--- src/rtl/sa_north_feeder.sv ---
// sa_north_feeder: row-vector FIFO plus diagonal skew feeding the array's north edge.
// Optional per-column bias on north_result_in when SA_FEEDER_BIAS_EN is defined.
module sa_north_feeder #(
  parameter int DATA_WIDTH = 16,
  parameter int COLS = 8,
  parameter int FIFO_DEPTH = 4
) (
  input  logic                  clk,
  input  logic                  rst,
  input  logic                  in_valid,
  output logic                  in_ready,
  input  logic [DATA_WIDTH-1:0] in_data [0:COLS-1],
  input  logic                  in_last,
  output logic [DATA_WIDTH-1:0] north_data_in [0:COLS-1],
  output logic                  north_data_in_valid [0:COLS-1],
  output logic [DATA_WIDTH-1:0] north_result_in [0:COLS-1],
  output logic                  busy,
  output logic                  done
`ifdef SA_FEEDER_BIAS_EN
  ,
  input  logic                  bias_we,
  input  logic [DATA_WIDTH-1:0] bias_data [0:COLS-1]
`endif
);
  localparam int AW = $clog2(FIFO_DEPTH);
  localparam int PW = AW + 1;
  localparam int CW = $clog2(COLS);
  typedef enum logic [1:0] {IDLE, STREAM, DRAIN} state_t;
  state_t state_q;
  logic [CW-1:0] cnt_q;
  logic [PW-1:0] wp_q, rp_q;
  logic [DATA_WIDTH-1:0] mem_q [FIFO_DEPTH][COLS];
  logic [FIFO_DEPTH-1:0] last_q;
  logic [DATA_WIDTH-1:0] sd_q [COLS][COLS];
  logic [COLS-1:0] sv_q;
  logic done_q, empty, full, push, pop, pop_last;
  assign empty = wp_q == rp_q;
  assign full = (wp_q[AW] != rp_q[AW]) && (wp_q[AW-1:0] == rp_q[AW-1:0]);
  assign in_ready = !full && !rst;
  assign push = in_valid && in_ready;
  assign pop = (state_q != DRAIN) && !empty;
  assign pop_last = last_q[rp_q[AW-1:0]];
  assign busy = (state_q != IDLE) || !empty;
  assign done = done_q;
  always_ff @(posedge clk) begin
    if (push) begin
      mem_q[wp_q[AW-1:0]] <= in_data;
      last_q[wp_q[AW-1:0]] <= in_last;
    end
  end
  // Stage k holds the whole vector; column c taps stage c, giving c cycles of lag.
  always_ff @(posedge clk) begin
    if (rst) begin
      state_q <= IDLE;
      cnt_q <= '0;
      wp_q <= '0;
      rp_q <= '0;
      done_q <= 1'b0;
      sv_q <= '0;
      for (int k = 0; k < COLS; k++)
        for (int c = 0; c < COLS; c++) sd_q[k][c] <= '0;
    end else begin
      wp_q <= wp_q + PW'(push);
      rp_q <= rp_q + PW'(pop);
      done_q <= (state_q == DRAIN) && (cnt_q == CW'(1));
      sv_q <= {sv_q[COLS-2:0], pop};
      for (int c = 0; c < COLS; c++) sd_q[0][c] <= pop ? mem_q[rp_q[AW-1:0]][c] : '0;
      for (int k = 1; k < COLS; k++) sd_q[k] <= sd_q[k-1];
      if (state_q == DRAIN) begin
        state_q <= (cnt_q == CW'(1)) ? IDLE : DRAIN;
        cnt_q <= cnt_q - CW'(1);
      end else if (pop) begin
        state_q <= pop_last ? DRAIN : STREAM;
        cnt_q <= CW'(COLS - 1);
      end
    end
  end
`ifdef SA_FEEDER_BIAS_EN
  logic [DATA_WIDTH-1:0] bias_q [COLS];
  logic [DATA_WIDTH-1:0] sb_q [COLS][COLS];
  always_ff @(posedge clk) begin
    if (rst) begin
      for (int c = 0; c < COLS; c++) bias_q[c] <= '0;
      for (int k = 0; k < COLS; k++)
        for (int c = 0; c < COLS; c++) sb_q[k][c] <= '0;
    end else begin
      if (bias_we) bias_q <= bias_data;
      for (int c = 0; c < COLS; c++) sb_q[0][c] <= pop ? bias_q[c] : '0;
      for (int k = 1; k < COLS; k++) sb_q[k] <= sb_q[k-1];
    end
  end
`endif
  for (genvar c = 0; c < COLS; c++) begin : g_out
    assign north_data_in[c] = sd_q[c][c];
    assign north_data_in_valid[c] = sv_q[c];
`ifdef SA_FEEDER_BIAS_EN
    assign north_result_in[c] = sb_q[c][c];
`else
    assign north_result_in[c] = '0;
`endif
  end
endmodule

--- config.mk ---
export PLATFORM = sky130hd
export DESIGN_NAME = sa_north_feeder
export DESIGN_NICKNAME = d
export VERILOG_FILES = /design/src/rtl/sa_north_feeder.sv
export SDC_FILE = /design/constraint.sdc
export NUM_CORES = 1
export LEC_CHECK = 0
export BUFFER_PORTS_ARGS = -buffer_cell sky130_fd_sc_hd__buf_2
export CORE_MARGIN = 4
export CORE_UTILIZATION = 58
export DETAILED_ROUTE_END_ITERATION = 8
export GPL_TIMING_DRIVEN = 0
export PLACE_DENSITY = 0.79
export RECOVER_POWER = 25
export SLEW_MARGIN = 20
export SYNTH_ARGS = -nofsm -noshare
export SYNTH_HDL_FRONTEND = slang
export SYNTH_SLANG_ARGS = --single-unit
--- constraint.sdc ---
create_clock -name clk -period 16.69 [get_ports clk]
set_clock_uncertainty 0.2 [all_clocks]
set_input_delay 1.669 -clock clk [delete_from_list [all_inputs] [get_ports clk]]
set_output_delay 1.669 -clock clk [all_outputs]
set_load 0.05 [all_outputs]
==> results of run 1 <==
-- cell families after synthesis --
logic type | Yosys count | share of synthesized area (%)
flops | 1112 | 74.7
simple gates | 609 | 10.3
other cells | 1 | 0.0102
xor+xnor | 6 | 0.184
fa+ha+maj | 6 | 0.204
compound gates | 12 | 0.266
buf+inv | 358 | 6.44
mux | 129 | 7.91
-- state kept, by name, summed over array words and instances, names as in the netlist --
name and cells:
done 1, mem_q 512, wp_q 3, cnt_q 3
rp_q 3, last_q 4, sv_q 8, sd_q 576
state_q 2
-- through the flow --
| step | area (µm²) | worst slack (ns) |
|---|---|---|
| floorplan | 37200 | 4.09 |
| global placement | 39600 | -4.03 |
| detailed placement | 40300 | 10.96 |
| CTS | 43700 | 10.96 |
| global route | 43500 | 10.86 |
| finish | 43600 | 10.95 |
-- layout make-up --
cell class,instances,area [µm²]
plain buffers,351,2340
flip-flops and latches,1112,27400
diodes,12,30.0
clock inverters,36,333
clock buffers,156,3060
well taps,837,1050
repair buffers,331,1860
fillers,4051,18600
multi-input cells,890,7430
inverters,7,26.3
-- layer usage --
| metal | wire, µm | vias to the layer above |
|---|---|---|
| met5 | 131 | - |
| met4 | 1460 | 18 |
| met3 | 4340 | 114 |
| met2 | 35500 | 462 |
| met1 | 25500 | 8654 |
| li1 | - | 8448 |
-- worst reg2reg max path, stage by stage (launching register included) --
cell and delay, ns:
dfxtp_1 0.49, xor2_2 0.32, o311ai_1 0.35, nor3b_2 0.53, buf_6 0.23, buf_4 0.22
buf_6 0.18, buf_6 0.16, buf_4 0.22, buf_4 0.24, buf_4 0.22
-- cells in the mapped netlist, types with 2 or more instances --
cell / n
buf_2: 28
nand2_1: 2
inv_1: 7
dfxtp_1: 596
a211oi_1: 2
edfxtp_1: 516
nor2_1: 8
buf_1: 8
buf_4: 261
mux4_2: 129
nor3_1: 4
xnor2_1: 3
clkbuf_1: 53
o31ai_1: 2
nor3b_1: 2
nor2b_1: 588
xor2_2: 2
ha_1: 6
-- power groups by stage --
stage / Combinational, mW / Clock, mW / Sequential (mW)
after floorplan: 0.630 / 0 / 3.12
after global placement: 0.791 / 0 / 3.13
after detailed placement: 0.819 / 0 / 3.12
after CTS: 0.826 / 2.33 / 3.06
after global routing: 0.875 / 2.45 / 3.08
final: 0.812 / 2.28 / 3.06
-- final timing paths --
kind	end	slack, ns	depth (start not counted)
setup / recovery	in_ready	10.95	5
hold / removal	sd_q[1][56]	0.21	1
setup reg to reg	mem_q[1][84]	13.01	10
hold reg to reg	sd_q[1][56]	0.21	1
==> impl_metrics.py, run 1 <==
metrics = {
    "die": {
        "fp.dieArea_um2": 67400,
        "die-height_um": 260,
        "ioPinCount": 399,
        "start_util_pct": 59.1,
        "core.rowCount": 91,
        "dieWidth_um": 260,
        "core_um2": 62200,
    },
    "placed_design": {
        "routability_cong": 0.742,
        "placed_cells_incl_taps": 3528,
        "place.detailed.hpwl_mm": 46.0,
        "place.port_buffers": 269,
    },
    "min_path": {
        "hold_path.class": "reg -> reg",
        "startpoint_of_the_lowest_slack_hold_path": "sd_q[0][440]",
    },
    "clock_tree": {
        "postcts_setup_bufs": 0,
        "clock_sinks": 1112,
        "path_clk_slew_ns": 0.06,
        "cts-root-to-sink-buffers": 3,
        "hold_buffers": 0,
        "worst_skew_pair.late_latency_ns": 0.65,
        "cts.root.buffer_cell": "clkbuf_16",
        "h-tree-depth": 3,
        "cts_tree": "built",
        "ctsResizeCount": 0,
        "cts-buffers-inserted": 103,
    },
    "pwr": {
        "p_leak_nw": 16.7,
        "switching_power_mw": 1.45,
        "power.clock.fraction_pct": 37.1,
        "internal-power_mw": 4.70,
        "vdd.ir_drop.worst_v": 0.000126,
        "seq_power_share_pct": 49.7,
        "power.share.combinational_pct": 13.2,
        "power.density_cell_area_nw_per_um2": 141,
        "p_sw_share_pct": 23.6,
        "report.power.total_mw": 6.16,
    },
    "worst_setup_path": {
        "start_kind": "input pin",
        "timing_worst_setup_path_type": "in -> out",
        "worst_r2r_startpoint": "wp_q[1]",
        "cpPeakStageDelay_ns": 0.72,
        "startpoint": "rst",
        "arrival_ns": 3.87,
        "worstSetupEndpointType": "primary output",
        "top_cell_by_count_worst_path": "clkbuf_1",
        "path_max_fanout": 10,
        "timing.critical_path.slowest_stage_cell": "buf_1",
        "timing.critical_path.required_ns": 14.82,
        "timing.critical_path.max_delay_family": "buffers and inverters",
        "list_of_cells_traversed_by_the_critical_path": "clkbuf_1 -> clkbuf_1 -> buf_1 -> nor2_1 -> buf_2",
        "number_of_buffers_and_inverters_on_the_critical_path": 4,
    },
    "status": {
        "outcome": "finished, final reports clean",
    },
    "run": {
        "max_cap_viol_count": 0,
    },
    "timing": {
        "period_minus_slack_ns": 5.74,
        "layout_worst_path_cycle_share_pct": 34.4,
        "final_hold_viol_count": 0,
        "timing.fmax_ghz": 0.174,
        "timing.slew.headroom_pct": 23.6,
        "tightestPinTransition_ns": 1.15,
        "grt_setup_unrepaired": "false",
        "setup_viol": 0,
        "maxSlewViolCount": 0,
        "hold-worst-slack_ns": 0.214,
        "fin_tns_setup_ns": 0,
    },
    "route": {
        "totalWireLength_mm": 66.9,
        "total_number_of_vias": 17700,
        "routed_via_density": 4.74,
        "route.antenna.remaining_nets": 0,
        "detail_route.iter0.violations": 994,
        "drtPass1Iterations": 7,
        "drc": 0,
        "avgRoutedWirePerCell_um": 17.9,
    },
    "logic_synthesis": {
        "synth_seq_area_share_pct": 74.7,
        "post_synth_num_cell_types": 34,
        "synth_top_area_share_pct": 42.2,
        "synth_enable_flop_cells": 516,
        "yosys_register_bits": 1112,
        "syn-mean-instance-area_um2": 16.4,
        "post_synth_inst_count": 2233,
        "synth.top_cells.by_area": "edfxtp_1, dfxtp_1, nor2b_1",
        "synthesis.yosys.warnings": 0,
        "post-synth-top-area-cell": "edfxtp_1",
        "async_reset_ff_share_pct": 0,
        "mappedNetlistArea_um2": 36700,
        "synth_ff_type": "dfxtp_1",
    },
    "global_routing": {
        "grt_first_pass_wirelength_mm": 102,
        "global_route.peak_usage_layer": "met2",
        "grt_start_max_net_pins": 22,
        "global_route.usage.total_pct": 19.8,
        "gr-usage-met1_pct": 23.6,
        "first_global_vias": 18300,
        "grt_overflow_total": 0,
        "antenna_found_initial": 21,
        "use_met3_pct": 4.88,
        "gr-usage-met2_pct": 35.7,
    },
    "layout": {
        "layout_common_cells": "dfxtp_1, nor2b_1, edfxtp_1",
        "post_route_cells_drive_above_1_share_pct": 27.7,
        "fin_nets": 2934,
        "layout_commonest_cell": "dfxtp_1",
        "syn2layout_area_growth_pct": 18.6,
        "final_standard_cell_count_with_taps_included_and_fillers_excluded": 3732,
        "finish.utilization_pct": 70.1,
    },
}
(Power assumes the default switching activity.)
==> inputs of run 2 (changes only) <==
--- a/config.mk
+++ b/config.mk
@@ -7,10 +7,10 @@
 export LEC_CHECK = 0
 export BUFFER_PORTS_ARGS = -buffer_cell sky130_fd_sc_hd__buf_2
 export CORE_MARGIN = 4
-export CORE_UTILIZATION = 58
+export CORE_UTILIZATION = 52
 export DETAILED_ROUTE_END_ITERATION = 8
 export GPL_TIMING_DRIVEN = 0
-export PLACE_DENSITY = 0.79
+export PLACE_DENSITY = 0.75
 export RECOVER_POWER = 25
 export SLEW_MARGIN = 20
 export SYNTH_ARGS = -nofsm -noshare
==> constraint.sdc (replaced) <==
create_clock -name clk -period 5.03 [get_ports clk]
set_clock_uncertainty 0.2 [all_clocks]
set_input_delay 0.503 -clock clk [delete_from_list [all_inputs] [get_ports clk]]
set_output_delay 0.503 -clock clk [all_outputs]
set_load 0.05 [all_outputs]
==> impl_metrics.py, run 2 (synthesis results as in run 1) <==
metrics = {
    "timing": {
        "tightestPinTransition_ns": 1.02,
        "maxSlewViolCount": 0,
        "timing.slew.headroom_pct": 32.0,
        "layout_worst_path_cycle_share_pct": 65.1,
        "grt_setup_unrepaired": "false",
        "timing.fmax_ghz": 0.305,
        "hold-worst-slack_ns": 0.228,
        "worst_setup_margin_ns": 1.76,
        "final_hold_viol_count": 0,
        "setup_viol": 0,
        "period_minus_slack_ns": 3.27,
    },
    "placed_design": {
        "place.port_buffers": 269,
        "place.detailed.hpwl_mm": 46.2,
        "dpl_cell_area_um2": 40500,
        "place_worst_setup_slack_ns": 1.58,
        "placed_cells_incl_taps": 3616,
        "routability_cong": 0.743,
    },
    "layout": {
        "largest_register_ffs": 576,
        "final_area_um2": 45100,
        "final_standard_cell_count_with_taps_included_and_fillers_excluded": 3949,
        "layout_common_cells": "dfxtp_1, nor2b_1, edfxtp_1",
        "post_route_cells_drive_above_1_share_pct": 26.7,
        "registers.top_by_ff_count": "sd_q",
        "syn2layout_area_growth_pct": 22.8,
        "layout_commonest_cell": "dfxtp_1",
        "fin_nets": 3050,
    },
    "clock_tree": {
        "hold_buffers": 129,
        "postcts_setup_bufs": 0,
        "h-tree-depth": 3,
        "cts.root.buffer_cell": "clkbuf_16",
        "cts_tree": "built",
        "ctsResizeCount": 0,
        "worst_skew_pair.late_latency_ns": 0.66,
        "cts-root-to-sink-buffers": 3,
        "clock_sinks": 1112,
        "cts-buffers-inserted": 105,
        "path_clk_slew_ns": 0.06,
    },
    "route": {
        "route.antenna.remaining_nets": 0,
        "avgRoutedWirePerCell_um": 17.2,
        "drc": 0,
        "detail_route.iter0.violations": 976,
        "totalWireLength_mm": 68.0,
        "drtPass1Iterations": 5,
        "routed_via_density": 4.60,
        "total_number_of_vias": 18200,
    },
    "pwr": {
        "seq_power_share_pct": 49.5,
        "switching_power_mw": 4.90,
        "p_sw_share_pct": 23.8,
        "power.clock.fraction_pct": 36.9,
        "p_leak_nw": 17.2,
        "vdd.ir_drop.worst_v": 0.000371,
        "power.density_cell_area_nw_per_um2": 456,
        "power.share.combinational_pct": 13.6,
        "internal-power_mw": 15.6,
        "report.power.total_mw": 20.5,
    },
    "die": {
        "start_util_pct": 52.4,
        "dieWidth_um": 274,
        "die-height_um": 274,
        "fp.dieArea_um2": 74900,
        "ioPinCount": 399,
        "core_um2": 70000,
        "core.rowCount": 97,
    },
    "worst_setup_path": {
        "list_of_cells_traversed_by_the_critical_path": "clkbuf_1 -> clkbuf_1 -> buf_1 -> nor2_1 -> buf_2",
        "setup.reg_to_reg.worst_slack_ns": 1.82,
        "timing.critical_path.slowest_stage_cell": "clkbuf_1",
        "start_kind": "input pin",
        "cpPeakStageDelay_ns": 0.60,
        "top_cell_by_count_worst_path": "clkbuf_1",
        "arrival_ns": 2.57,
        "timing_worst_setup_path_type": "in -> out",
        "number_of_buffers_and_inverters_on_the_critical_path": 4,
        "timing.critical_path.required_ns": 4.33,
        "worstSetupEndpointType": "primary output",
        "path_max_fanout": 10,
        "timing.critical_path.max_delay_family": "buffers and inverters",
    },
    "status": {
        "outcome": "finished, final reports clean",
    },
    "global_routing": {
        "global_route.usage.total_pct": 18.1,
        "first_global_vias": 18900,
        "grt_first_pass_wirelength_mm": 104,
        "grt_overflow_total": 0,
        "antenna_found_initial": 8,
        "grt_start_max_net_pins": 20,
    },
    "run": {
        "max_cap_viol_count": 0,
    },
    "min_path": {
        "hold_path.class": "reg -> reg",
    },
}
-- run 2: power groups by stage --
stage / Clock (mW) / Sequential (mW) / Combinational, mW
floorplan: 0 / 10.3 / 2.09
global placement: 0 / 10.4 / 2.65
CTS: 7.75 / 10.2 / 2.85
detailed placement: 0 / 10.4 / 2.75
finish: 7.58 / 10.2 / 2.80
global route: 8.16 / 10.2 / 3.02
-- run 2: through the flow --
step | setup TNS (ns) | utilization (%)
after floorplan | -1.49 | -
after global placement | -1187.47 | 56.8
after detailed placement | 0 | 57.8
after CTS | 0 | 64.6
after global routing | 0 | 64.4
final | 0 | 64.4
-- run 2: cell type report --
cell class | count | area (µm²)
sequential | 1112 | 27400
fill | 4882 | 24900
multi-input combinational | 890 | 7460
timing repair buffer | 445 | 3220
clock buffer | 149 | 3070
buffer | 351 | 2340
tap | 940 | 1180
clock inverter | 49 | 350
inverter | 7 | 26.3
antenna | 6 | 15.0
-- run 2: metal layers --
| metal | vias up | global-route usage [%] | part of all wire (%) |
|---|---|---|---|
| li1 | 8674 | - | - |
| met1 | 8879 | 21.8 | 39 |
| met2 | 469 | 32.4 | 52 |
| met3 | 138 | 4.42 | 6.0 |
| met4 | 4 | 5.46 | 2.6 |
| met5 | - | 0 | 0.034 |
-- run 2: path summary, 6_finish.rpt --
check               startpoint            to  cells after the start
setup / recovery           rst      in_ready                      5
hold / removal    sd_q[0][163]  sd_q[0][291]                      1
setup reg to reg       rp_q[0]  mem_q[1][63]                      9
hold reg to reg   sd_q[0][163]  sd_q[0][291]                      1
==> inputs of run 3 (changes only) <==
--- a/config.mk
+++ b/config.mk
@@ -7,10 +7,10 @@
 export LEC_CHECK = 0
 export BUFFER_PORTS_ARGS = -buffer_cell sky130_fd_sc_hd__buf_2
 export CORE_MARGIN = 4
-export CORE_UTILIZATION = 52
+export CORE_UTILIZATION = 58
 export DETAILED_ROUTE_END_ITERATION = 8
 export GPL_TIMING_DRIVEN = 0
-export PLACE_DENSITY = 0.75
+export PLACE_DENSITY = 0.79
 export RECOVER_POWER = 25
 export SLEW_MARGIN = 20
 export SYNTH_ARGS = -nofsm -noshare
==> constraint.sdc (replaced) <==
create_clock -name clk -period 3.4 [get_ports clk]
set_clock_uncertainty 0.2 [all_clocks]
set_input_delay 0.34 -clock clk [delete_from_list [all_inputs] [get_ports clk]]
set_output_delay 0.34 -clock clk [all_outputs]
set_load 0.05 [all_outputs]
==> impl_metrics.py, run 3 (synthesis results as in run 1) <==
metrics = {
    "route": {
        "drc": 0,
        "detail_route.iter0.violations": 1005,
        "route.antenna.remaining_nets": 0,
        "routed_via_density": 4.79,
        "drtPass1Iterations": 5,
        "avgRoutedWirePerCell_um": 18.6,
        "totalWireLength_mm": 71.4,
        "total_number_of_vias": 18400,
    },
    "timing": {
        "timing.slew.headroom_pct": 23.8,
        "layout_worst_path_cycle_share_pct": 90.5,
        "period_minus_slack_ns": 3.08,
        "final_hold_viol_count": 0,
        "maxSlewViolCount": 0,
        "tightestPinTransition_ns": 1.14,
        "grt_setup_unrepaired": "false",
        "hold-worst-slack_ns": 0.113,
        "setup_viol": 0,
        "timing.fmax_ghz": 0.325,
    },
    "layout": {
        "final_area_um2": 45100,
        "post_route_cells_drive_above_1_share_pct": 26.9,
        "layout_commonest_cell": "dfxtp_1",
        "fin_nets": 3045,
        "registers.top_by_ff_count": "sd_q",
        "final_standard_cell_count_with_taps_included_and_fillers_excluded": 3842,
        "syn2layout_area_growth_pct": 22.9,
        "largest_register_ffs": 576,
        "layout_common_cells": "dfxtp_1, nor2b_1, edfxtp_1",
    },
    "clock_tree": {
        "cts.root.buffer_cell": "clkbuf_16",
        "cts-root-to-sink-buffers": 3,
        "cts_tree": "built",
        "hold_buffers": 129,
        "ctsResizeCount": 0,
        "postcts_setup_bufs": 0,
        "cts-buffers-inserted": 104,
        "path_clk_slew_ns": 0.06,
        "worst_skew_pair.late_latency_ns": 0.65,
        "h-tree-depth": 3,
        "clock_sinks": 1112,
    },
    "min_path": {
        "worst_hold_end": "last_q[0]",
        "startpoint_of_the_lowest_slack_hold_path": "in_valid",
        "hold-path-cell-count": 3,
        "hold_path.class": "in -> reg",
    },
    "worst_setup_path": {
        "cpPeakStageDelay_ns": 0.64,
        "critical_path.reg2reg.endpoint": "mem_q[1][62]",
        "start_kind": "flop",
        "startpoint": "rp_q[0]",
        "path_max_fanout": 11,
        "worstSetupEndpointType": "flop",
        "list_of_cells_traversed_by_the_critical_path": "buf_6 -> xor2_4 -> o311ai_4 -> nor3b_4 -> buf_8 -> buf_6 -> buf_6 -> buf_6 -> buf_8",
        "timing_worst_setup_path_type": "reg -> reg",
        "worst_r2r_startpoint": "rp_q[0]",
        "top_cell_by_count_worst_path": "buf_6",
        "r2r.worst_path.cells": 9,
        "arrival_ns": 3.23,
        "timing.critical_path.slowest_stage_cell": "nor3b_4",
        "timing.critical_path.required_ns": 3.56,
        "setup.reg_to_reg.worst_slack_ns": 0.32,
    },
    "die": {
        "core_um2": 62200,
        "dieWidth_um": 260,
        "ioPinCount": 399,
        "core.rowCount": 91,
        "start_util_pct": 59.1,
        "fp.dieArea_um2": 67400,
        "die-height_um": 260,
    },
    "global_routing": {
        "antenna_found_initial": 12,
        "grt_first_pass_wirelength_mm": 109,
        "global_route.usage.total_pct": 21.2,
        "first_global_vias": 19400,
        "grt_overflow_total": 0,
        "grt_start_max_net_pins": 23,
    },
    "placed_design": {
        "routability_cong": 0.721,
        "dpl_cell_area_um2": 40400,
        "place.port_buffers": 269,
        "placed_cells_incl_taps": 3509,
        "place.detailed.hpwl_mm": 46.2,
    },
    "pwr": {
        "report.power.total_mw": 30.9,
        "p_leak_nw": 17.3,
        "power.density_cell_area_nw_per_um2": 685,
        "vdd.ir_drop.worst_v": 0.000481,
    },
    "status": {
        "outcome": "finished, final reports clean",
    },
    "run": {
        "max_cap_viol_count": 0,
    },
}
## run 3: final cells by class
class,instances,area (µm²)
clock inverter,39,338
timing repair buffer,441,3170
antenna,8,20.0
buffer,351,2340
sequential,1112,27400
inverter,7,26.3
fill,3834,17000
multi-input combinational,890,7490
tap,837,1050
clock buffer,157,3250
## run 3: metrics by stage
step                utilization, %  setup WS (ns)  setup TNS [ns]
floorplan                        -          -1.48         -540.11
global placement              63.8          -4.44        -1887.59
detailed placement            64.9          0.171               0
CTS                           72.8          0.308               0
global route                  72.6          0.180               0
finish                        72.6          0.324               0
## run 3: worst max path at each step
stage | to | cells after the start | slack (ns)
2_1_floorplan | last_q[1] | 4 | -1.48
5_1_grt | mem_q[1][56] | 9 | 0.18
3_5_place_dp | mem_q[1][63] | 9 | 0.17
4_1_cts | mem_q[2][79] | 8 | 0.31
6_report | mem_q[1][62] | 9 | 0.32
3_3_place_gp | mem_q[1][88] | 4 | -4.44
## run 3: metal layers
metal	up-vias	wire length, µm	GRT usage, %
li1	8655	-	-
met4	10	2160	6.91
met3	156	4400	5.20
met1	9000	27500	25.4
met2	569	37300	37.9
met5	-	53	0
## run 3: worst max-delay path, delay by kind of cell (launching register included)
| family | cells | cell delay (ns) |
|---|---|---|
| flip-flops | 1 | 0.34 |
| XOR/XNOR | 1 | 0.27 |
| buffers and inverters | 6 | 1.10 |
| AO/OA/AOI/OAI | 1 | 0.22 |
| AND/OR/NAND/NOR | 1 | 0.64 |
## run 3: report_power, final
group	switching [mW]	internal, mW	total [mW]	leakage [nW]
logic	2.30	1.87	4.18	6.00
registers	0.229	14.8	15.1	9.51
clock network	4.81	6.87	11.7	1.79
total	7.35	23.6	30.9	17.3
